===== src/rtl/crcu_clk_pkg.sv =====
// +----------------------------------------------------------------------+
// | crcu_clk_pkg: shared constants for the CRCU TAP clock generator.     |
// | Rev 1.0                                                              |
// +----------------------------------------------------------------------+
`default_nettype none

package crcu_clk_pkg;

  typedef logic [0:0] tap_state_t;
  localparam tap_state_t TAP_OFF = 1'b0;
  localparam tap_state_t TAP_RUN = 1'b1;

  localparam int TAP_SEL_LSB  = 0;
  localparam int TAP_SEL_W    = 3;
  localparam int TAP_EN_BIT   = 3;
  localparam int TAP_GATE_BIT = 4;
  localparam int TAP_CTL_W    = 5;

  // Index 4..0 reading left to right: select 0 is the slowest (divide by 120).
  localparam logic [4:0][7:0] TAP_DIV_TABLE_DEFAULT = {8'd12, 8'd15, 8'd30, 8'd48, 8'd120};

endpackage

`default_nettype wire


===== src/rtl/tap_div_counter.sv =====
// +----------------------------------------------------------------------+
// | tap_div_counter: period counter, high/low phase and boundary flag.   |
// | Rev 1.0                                                              |
// +----------------------------------------------------------------------+
`default_nettype none

module tap_div_counter #(
  parameter int CNT_W = 8
) (
  input  logic             clk,
  input  logic             rst_n,
  input  logic [CNT_W-1:0] n_act,
  input  logic             run,
  output logic [CNT_W-1:0] cnt,
  output logic             hi,
  output logic             wrap
);

  logic [CNT_W-1:0] cnt_q, cnt_d;
  logic             run_q, run_d;
  logic             hi_q, hi_d;
  logic [CNT_W-1:0] half;

  assign half = n_act - (n_act >> 1);
  assign wrap = run_q && (cnt_q == n_act - CNT_W'(1));

  // `run` is the state for the coming cycle; `n_act` is the divisor of the
  // period in progress. A fresh period always starts high, so the new
  // divisor is never needed to compute the phase at cnt=0.
  always_comb begin
    run_d = run;
    cnt_d = '0;
    if (run && run_q && !wrap) begin
      cnt_d = cnt_q + CNT_W'(1);
    end
    hi_d = run && ((cnt_d == '0) || (cnt_d < half));
  end

  always_ff @(posedge clk) begin
    if (!rst_n) begin
      cnt_q <= '0;
      run_q <= 1'b0;
      hi_q  <= 1'b0;
    end else begin
      cnt_q <= cnt_d;
      run_q <= run_d;
      hi_q  <= hi_d;
    end
  end

  assign cnt = cnt_q;
  assign hi  = hi_q;

endmodule

`default_nettype wire


===== src/rtl/tap_clk_gen.sv =====
// +----------------------------------------------------------------------+
// | tap_clk_gen: glitch-free programmable TAP clock divider for the CRCU.|
// | Rev 1.0                                                              |
// +----------------------------------------------------------------------+
`default_nettype none

module tap_clk_gen
  import crcu_clk_pkg::*;
#(
  parameter int                              NUM_SEL   = 5,
  parameter int                              CNT_W     = 8,
  parameter logic [NUM_SEL-1:0][CNT_W-1:0] DIV_TABLE = TAP_DIV_TABLE_DEFAULT
) (
  input  logic        CRCU_CLK,
  input  logic        CRCU_RST_N,
  input  logic [31:0] tap_clock_ctl_reg,
  output logic        tap_clk,
  output logic        tap_clk_active,
  output logic        tap_switch_busy,
  output logic        tap_cfg_err
);

  localparam logic [3:0] NUM_SEL_C = NUM_SEL[3:0];

  if (NUM_SEL < 1 || NUM_SEL > 8) begin : g_bad_num_sel
    $error("tap_clk_gen: NUM_SEL must be in 1..8");
  end

  for (genvar gi = 0; gi < NUM_SEL; gi++) begin : g_div_check
    if (DIV_TABLE[gi] < CNT_W'(2)) begin : g_bad_div
      $error("tap_clk_gen: DIV_TABLE entries must be >= 2");
    end
  end

  logic [TAP_CTL_W-1:0] ctl_q, ctl_d;
  tap_state_t           state_q, state_d;
  logic [CNT_W-1:0]     n_act_q, n_act_d;

  logic [TAP_SEL_W-1:0] sel;
  logic                 sel_valid;
  logic                 req;
  logic [CNT_W-1:0]     div_sel;
  logic [CNT_W-1:0]     cnt;
  logic                 hi;
  logic                 wrap;
  logic                 ctl_unused;

  assign ctl_unused = ^tap_clock_ctl_reg[31:TAP_CTL_W];
  assign ctl_d      = tap_clock_ctl_reg[TAP_CTL_W-1:0];

  assign sel       = ctl_q[TAP_SEL_LSB +: TAP_SEL_W];
  assign sel_valid = {1'b0, sel} < NUM_SEL_C;
  assign req       = ctl_q[TAP_EN_BIT] && !ctl_q[TAP_GATE_BIT] && sel_valid;

  // Out-of-range codes fall back to entry 0; they never reach the counter
  // because req is low for them.
  always_comb begin
    div_sel = DIV_TABLE[0];
    for (int i = 0; i < NUM_SEL; i++) begin
      if (sel == TAP_SEL_W'(i)) begin
        div_sel = DIV_TABLE[i];
      end
    end
  end

  always_comb begin
    state_d = state_q;
    n_act_d = n_act_q;
    case (state_q)
      TAP_OFF: begin
        if (req) begin
          state_d = TAP_RUN;
          n_act_d = div_sel;
        end
      end
      TAP_RUN: begin
        if (wrap) begin
          if (!req) begin
            state_d = TAP_OFF;
          end else begin
            n_act_d = div_sel;
          end
        end
      end
      default: state_d = TAP_OFF;
    endcase
  end

  always_ff @(posedge CRCU_CLK) begin
    if (!CRCU_RST_N) begin
      ctl_q   <= '0;
      state_q <= TAP_OFF;
      n_act_q <= '0;
    end else begin
      ctl_q   <= ctl_d;
      state_q <= state_d;
      n_act_q <= n_act_d;
    end
  end

  tap_div_counter #(
    .CNT_W (CNT_W)
  ) u_div_counter (
    .clk   (CRCU_CLK),
    .rst_n (CRCU_RST_N),
    .n_act (n_act_q),
    .run   (state_d == TAP_RUN),
    .cnt   (cnt),
    .hi    (hi),
    .wrap  (wrap)
  );

  logic cnt_unused;
  assign cnt_unused = ^cnt;

  assign tap_clk         = hi;
  assign tap_clk_active  = (state_q == TAP_RUN);
  assign tap_switch_busy = (state_q == TAP_RUN) && (!req || (div_sel != n_act_q));
  assign tap_cfg_err     = !sel_valid;

endmodule

`default_nettype wire


===== config.mk =====
export PLATFORM = sky130hd
export DESIGN_NAME = tap_clk_gen
export DESIGN_NICKNAME = d
export VERILOG_FILES = /design/src/rtl/crcu_clk_pkg.sv /design/src/rtl/tap_div_counter.sv /design/src/rtl/tap_clk_gen.sv
export SDC_FILE = /design/constraint.sdc
export NUM_CORES = 1
export LEC_CHECK = 0
export ABC_CLOCK_PERIOD_IN_PS = 3830
export CORE_UTILIZATION = 35
export DETAILED_ROUTE_END_ITERATION = 8
export GPL_TIMING_DRIVEN = 0
export PLACE_DENSITY = 0.65
export SLEW_MARGIN = 5
export SYNTH_ARGS = -nofsm -noshare
export SYNTH_HDL_FRONTEND = slang
export SYNTH_SLANG_ARGS = --single-unit

===== constraint.sdc =====
create_clock -name CRCU_CLK -period 3.83 [get_ports CRCU_CLK]
set_input_delay 0.383 -clock CRCU_CLK [delete_from_list [all_inputs] [get_ports CRCU_CLK]]
set_output_delay 0.383 -clock CRCU_CLK [all_outputs]
set_load 0.01 [all_outputs]

==> impl_results.md <==
* Outcome: complete, no violations
* Post-route ant nets at 0
* EDFF count, synth at 0
* Hold_buf cts at 0
* VDD IR-drop max at 0.205 mV
* CP Class: register to register
* Max-slew violation count at 0
* Area Growth Syn to Fin at 14.8%
* Final hold vios at 0
* Synth Instances at 202
* Startpoint Class: register
* Share of the synthesized area in the top cell type at 25.7%
* Worst min path class: input port to register
* XOR/XNOR Fraction of Synth Area at 12.7%
* Synth Register Bits at 22
* Post-synthesis async set-or-reset flop share at 0%
* Vias at 1,365
* Largest net degree at the start of global routing at 14
* Post-CTS sizing at 0
* Critical Path Fanout Max at 10
* Core area at 0.00472 mm^2
* Overall global routing resource usage at 14.5%
* Sequential-to-total area share from yosys stat at 25.7%
* First drt pass iteration count at 4
* PortBufs at 9
* Distinct cells, synth at 45
* I/O pin cnt at 38
* Top_reg_cell synth: dfxtp_1
* Overall Power at 0.628 mW
* Post-synthesis cell area at 0.00171 mm^2
* Clock sink count at 22
* Final setup violation count at 0
* Setup TNS Final at 0 ps
* Rows at 25
* Routability Congestion at 0.843
* R2r setup slk at 360 ps
* Worst Path Arrival at 3630 ps
* CTS buffer count at 3
* Fin crit period at 3470 ps
* Number of global-route vias before repair at 1,324
* Ys Warns at 0
* Simple-Gate Fraction of Synth Area at 19.8%
* CTS H-tree depth at 1
* CTS max path bufs at 2
* Ant. Diodes at 0
* Fin Clk Skew at 2.39 ps
* Crit path capture: u_div_counter.hi
* Syn Area/Cell at 8.47 um^2
* Post-Syn Nets at 259
* Critical Path Source: n_act_q[2]
* Power Dens Cells at 320 mW/mm^2
* Post-synthesis compound-gate area fraction at 15.2%
* Fin crit share at 90.7%
* Postcts setup bufs at 0
* Via/cell ratio at 4.82
* RSZ-0062 raised after global routing: no
* Final Non-Filler Cells at 283
* Largest family of logic cells by synthesized area: simple AND/OR/NAND/NOR gates
* Die Width at 71.9 um
* Initial core utilization at 36.2%
* Worst reg2reg path depth at 15
* Final worst setup slack at 358 ps
* Worst r2r src: n_act_q[2]
* MaxCap Viol Count at 0
* Die area at 0.00517 mm^2
* CTS tree: yes
* Worst-margin pin slew at 870 ps
* Dpl cells at 278
* Fraction of layout cells with a size suffix above 1 at 6.94%
* Clock root buffer: clkbuf_8
* Initial antenna violation count at 0
* Worst Setup End Kind: register
* Routed WL per cell at 12.2 um
* Drt total wl at 3.45 mm
* Die Y at 71.9 um
* Cell taking the most area after synthesis: dfxtp_1
* DRT iter0 DRCs at 39
* Top-count cell post-synth: nor2_1
* Fmax at 288 MHz
* Post-synthesis mux area share at 3.51%
* Leak at 0.796 nW
* Commonest cells post-synth: nor2_1 (30), dfxtp_1 (22), ha_1 (22), inv_1 (16), nand2_1 (16)
* RR Endpoint: u_div_counter.hi
* Area contributors post-synth: dfxtp_1 (26%), ha_1 (16%), xnor2_1 (7.2%)
* Total Nets Final at 274
* Synth Area in Adders at 17.3%
* Remaining global-route overflow at 0
* Dpl hpwl at 2.67 mm
* Relative slew slack at 41.9%
* DRC violations left at 0
* WP data required at 3990 ps
* Worst setup slack after placement at 185 ps
* Clk slew on worst S/H paths at 80 ps
* Skew-Pair Late Insertion Delay at 270 ps
* First-pass GRT wire length at 5.91 mm
flip-flops by register name, summed over array words and instances (netlist names):
register / cells
ctl_q: 5
n_act_q: 7
u_div_counter.cnt: 8
u_div_counter.hi: 1
u_div_counter.run_q: 1
where the power goes:
group / switching, mW / leakage (nW) / total, mW / internal (mW)
Sequential: 0.0122 / 0.180 / 0.249 / 0.237
Combinational: 0.0823 / 0.580 / 0.156 / 0.0733
Clock: 0.0833 / 0.0357 / 0.223 / 0.140
Total: 0.178 / 0.796 / 0.628 / 0.450
stage by stage:
step	instance area (um^2)	utilization, %	hold slack [ps]
after CTS	1960	41.4	511
after detailed placement	1890	39.9	514
final	1960	41.6	507
after global routing	1960	41.6	549
after global placement	1890	39.9	511
after floorplan	1710	-	456
cells in the final DEF (no fill, tap or decap), types with 4 or more instances in the layout:
master / instances
nor2_1: 30
ha_1: 22
dfxtp_1: 22
inv_1: 16
nand2_1: 16
xnor2_1: 14
xor2_1: 9
clkdlybuf4s50_1: 9
nand3_1: 7
mux2i_1: 6
o21ai_0: 5
and2_1: 5
a21oi_1: 4
layout make-up:
cell class / count / area, um^2
buffer: 6 / 38.8
clock inverter: 1 / 30.0
sequential: 22 / 440
tap: 67 / 83.8
inverter: 16 / 60.1
multi-input combinational: 158 / 1170
fill: 493 / 2760
clock buffer: 3 / 41.3
timing repair buffer: 10 / 97.6
worst min path at each step:
stage               cells after the start                    to                  from  slack (ps)
floorplan                               1  u_div_counter.cnt[0]  u_div_counter.cnt[0]         460
global placement                        1  u_div_counter.cnt[0]  u_div_counter.cnt[0]         510
detailed placement                      1  u_div_counter.cnt[0]  u_div_counter.cnt[0]         510
CTS                                     3            n_act_q[5]            CRCU_RST_N         510
global route                            3            n_act_q[4]            CRCU_RST_N         550
finish                                  3            n_act_q[0]            CRCU_RST_N         510
cells by family after synthesis:
| family | after synthesis |
|---|---|
| and+or+nand+nor | 73 |
| AOI/OAI and AO/OA | 32 |
| xor gates and xnor gates | 24 |
| adders and majority gates | 23 |
| buffers and inverters | 22 |
| DFF | 22 |
| muxes | 6 |
metal layers:
| layer | global-route usage (%) | up-vias | part of all wire (%) |
|---|---|---|---|
| met2 | 25.7 | 19 | 49 |
| met5 | 0 | - | 0 |
| met1 | 18.3 | 632 | 48 |
| li1 | - | 710 | - |
| met3 | 2.08 | 4 | 1.9 |
| met4 | 3.92 | 0 | 1.3 |
worst max-delay path: stages, from the launching register on:
cell and delay (ps):
dfxtp_1 500, inv_1 170, ha_1 230, nand3b_1 130
a21boi_0 120, xor2_1 170, o41ai_4 340, buf_4 240
nor2_1 60, ha_1 260, a21boi_0 170, o21ai_0 110
a211oi_1 350, a211oi_1 110, a311oi_1 310, a211oi_1 90
(Power assumes the default switching activity.)
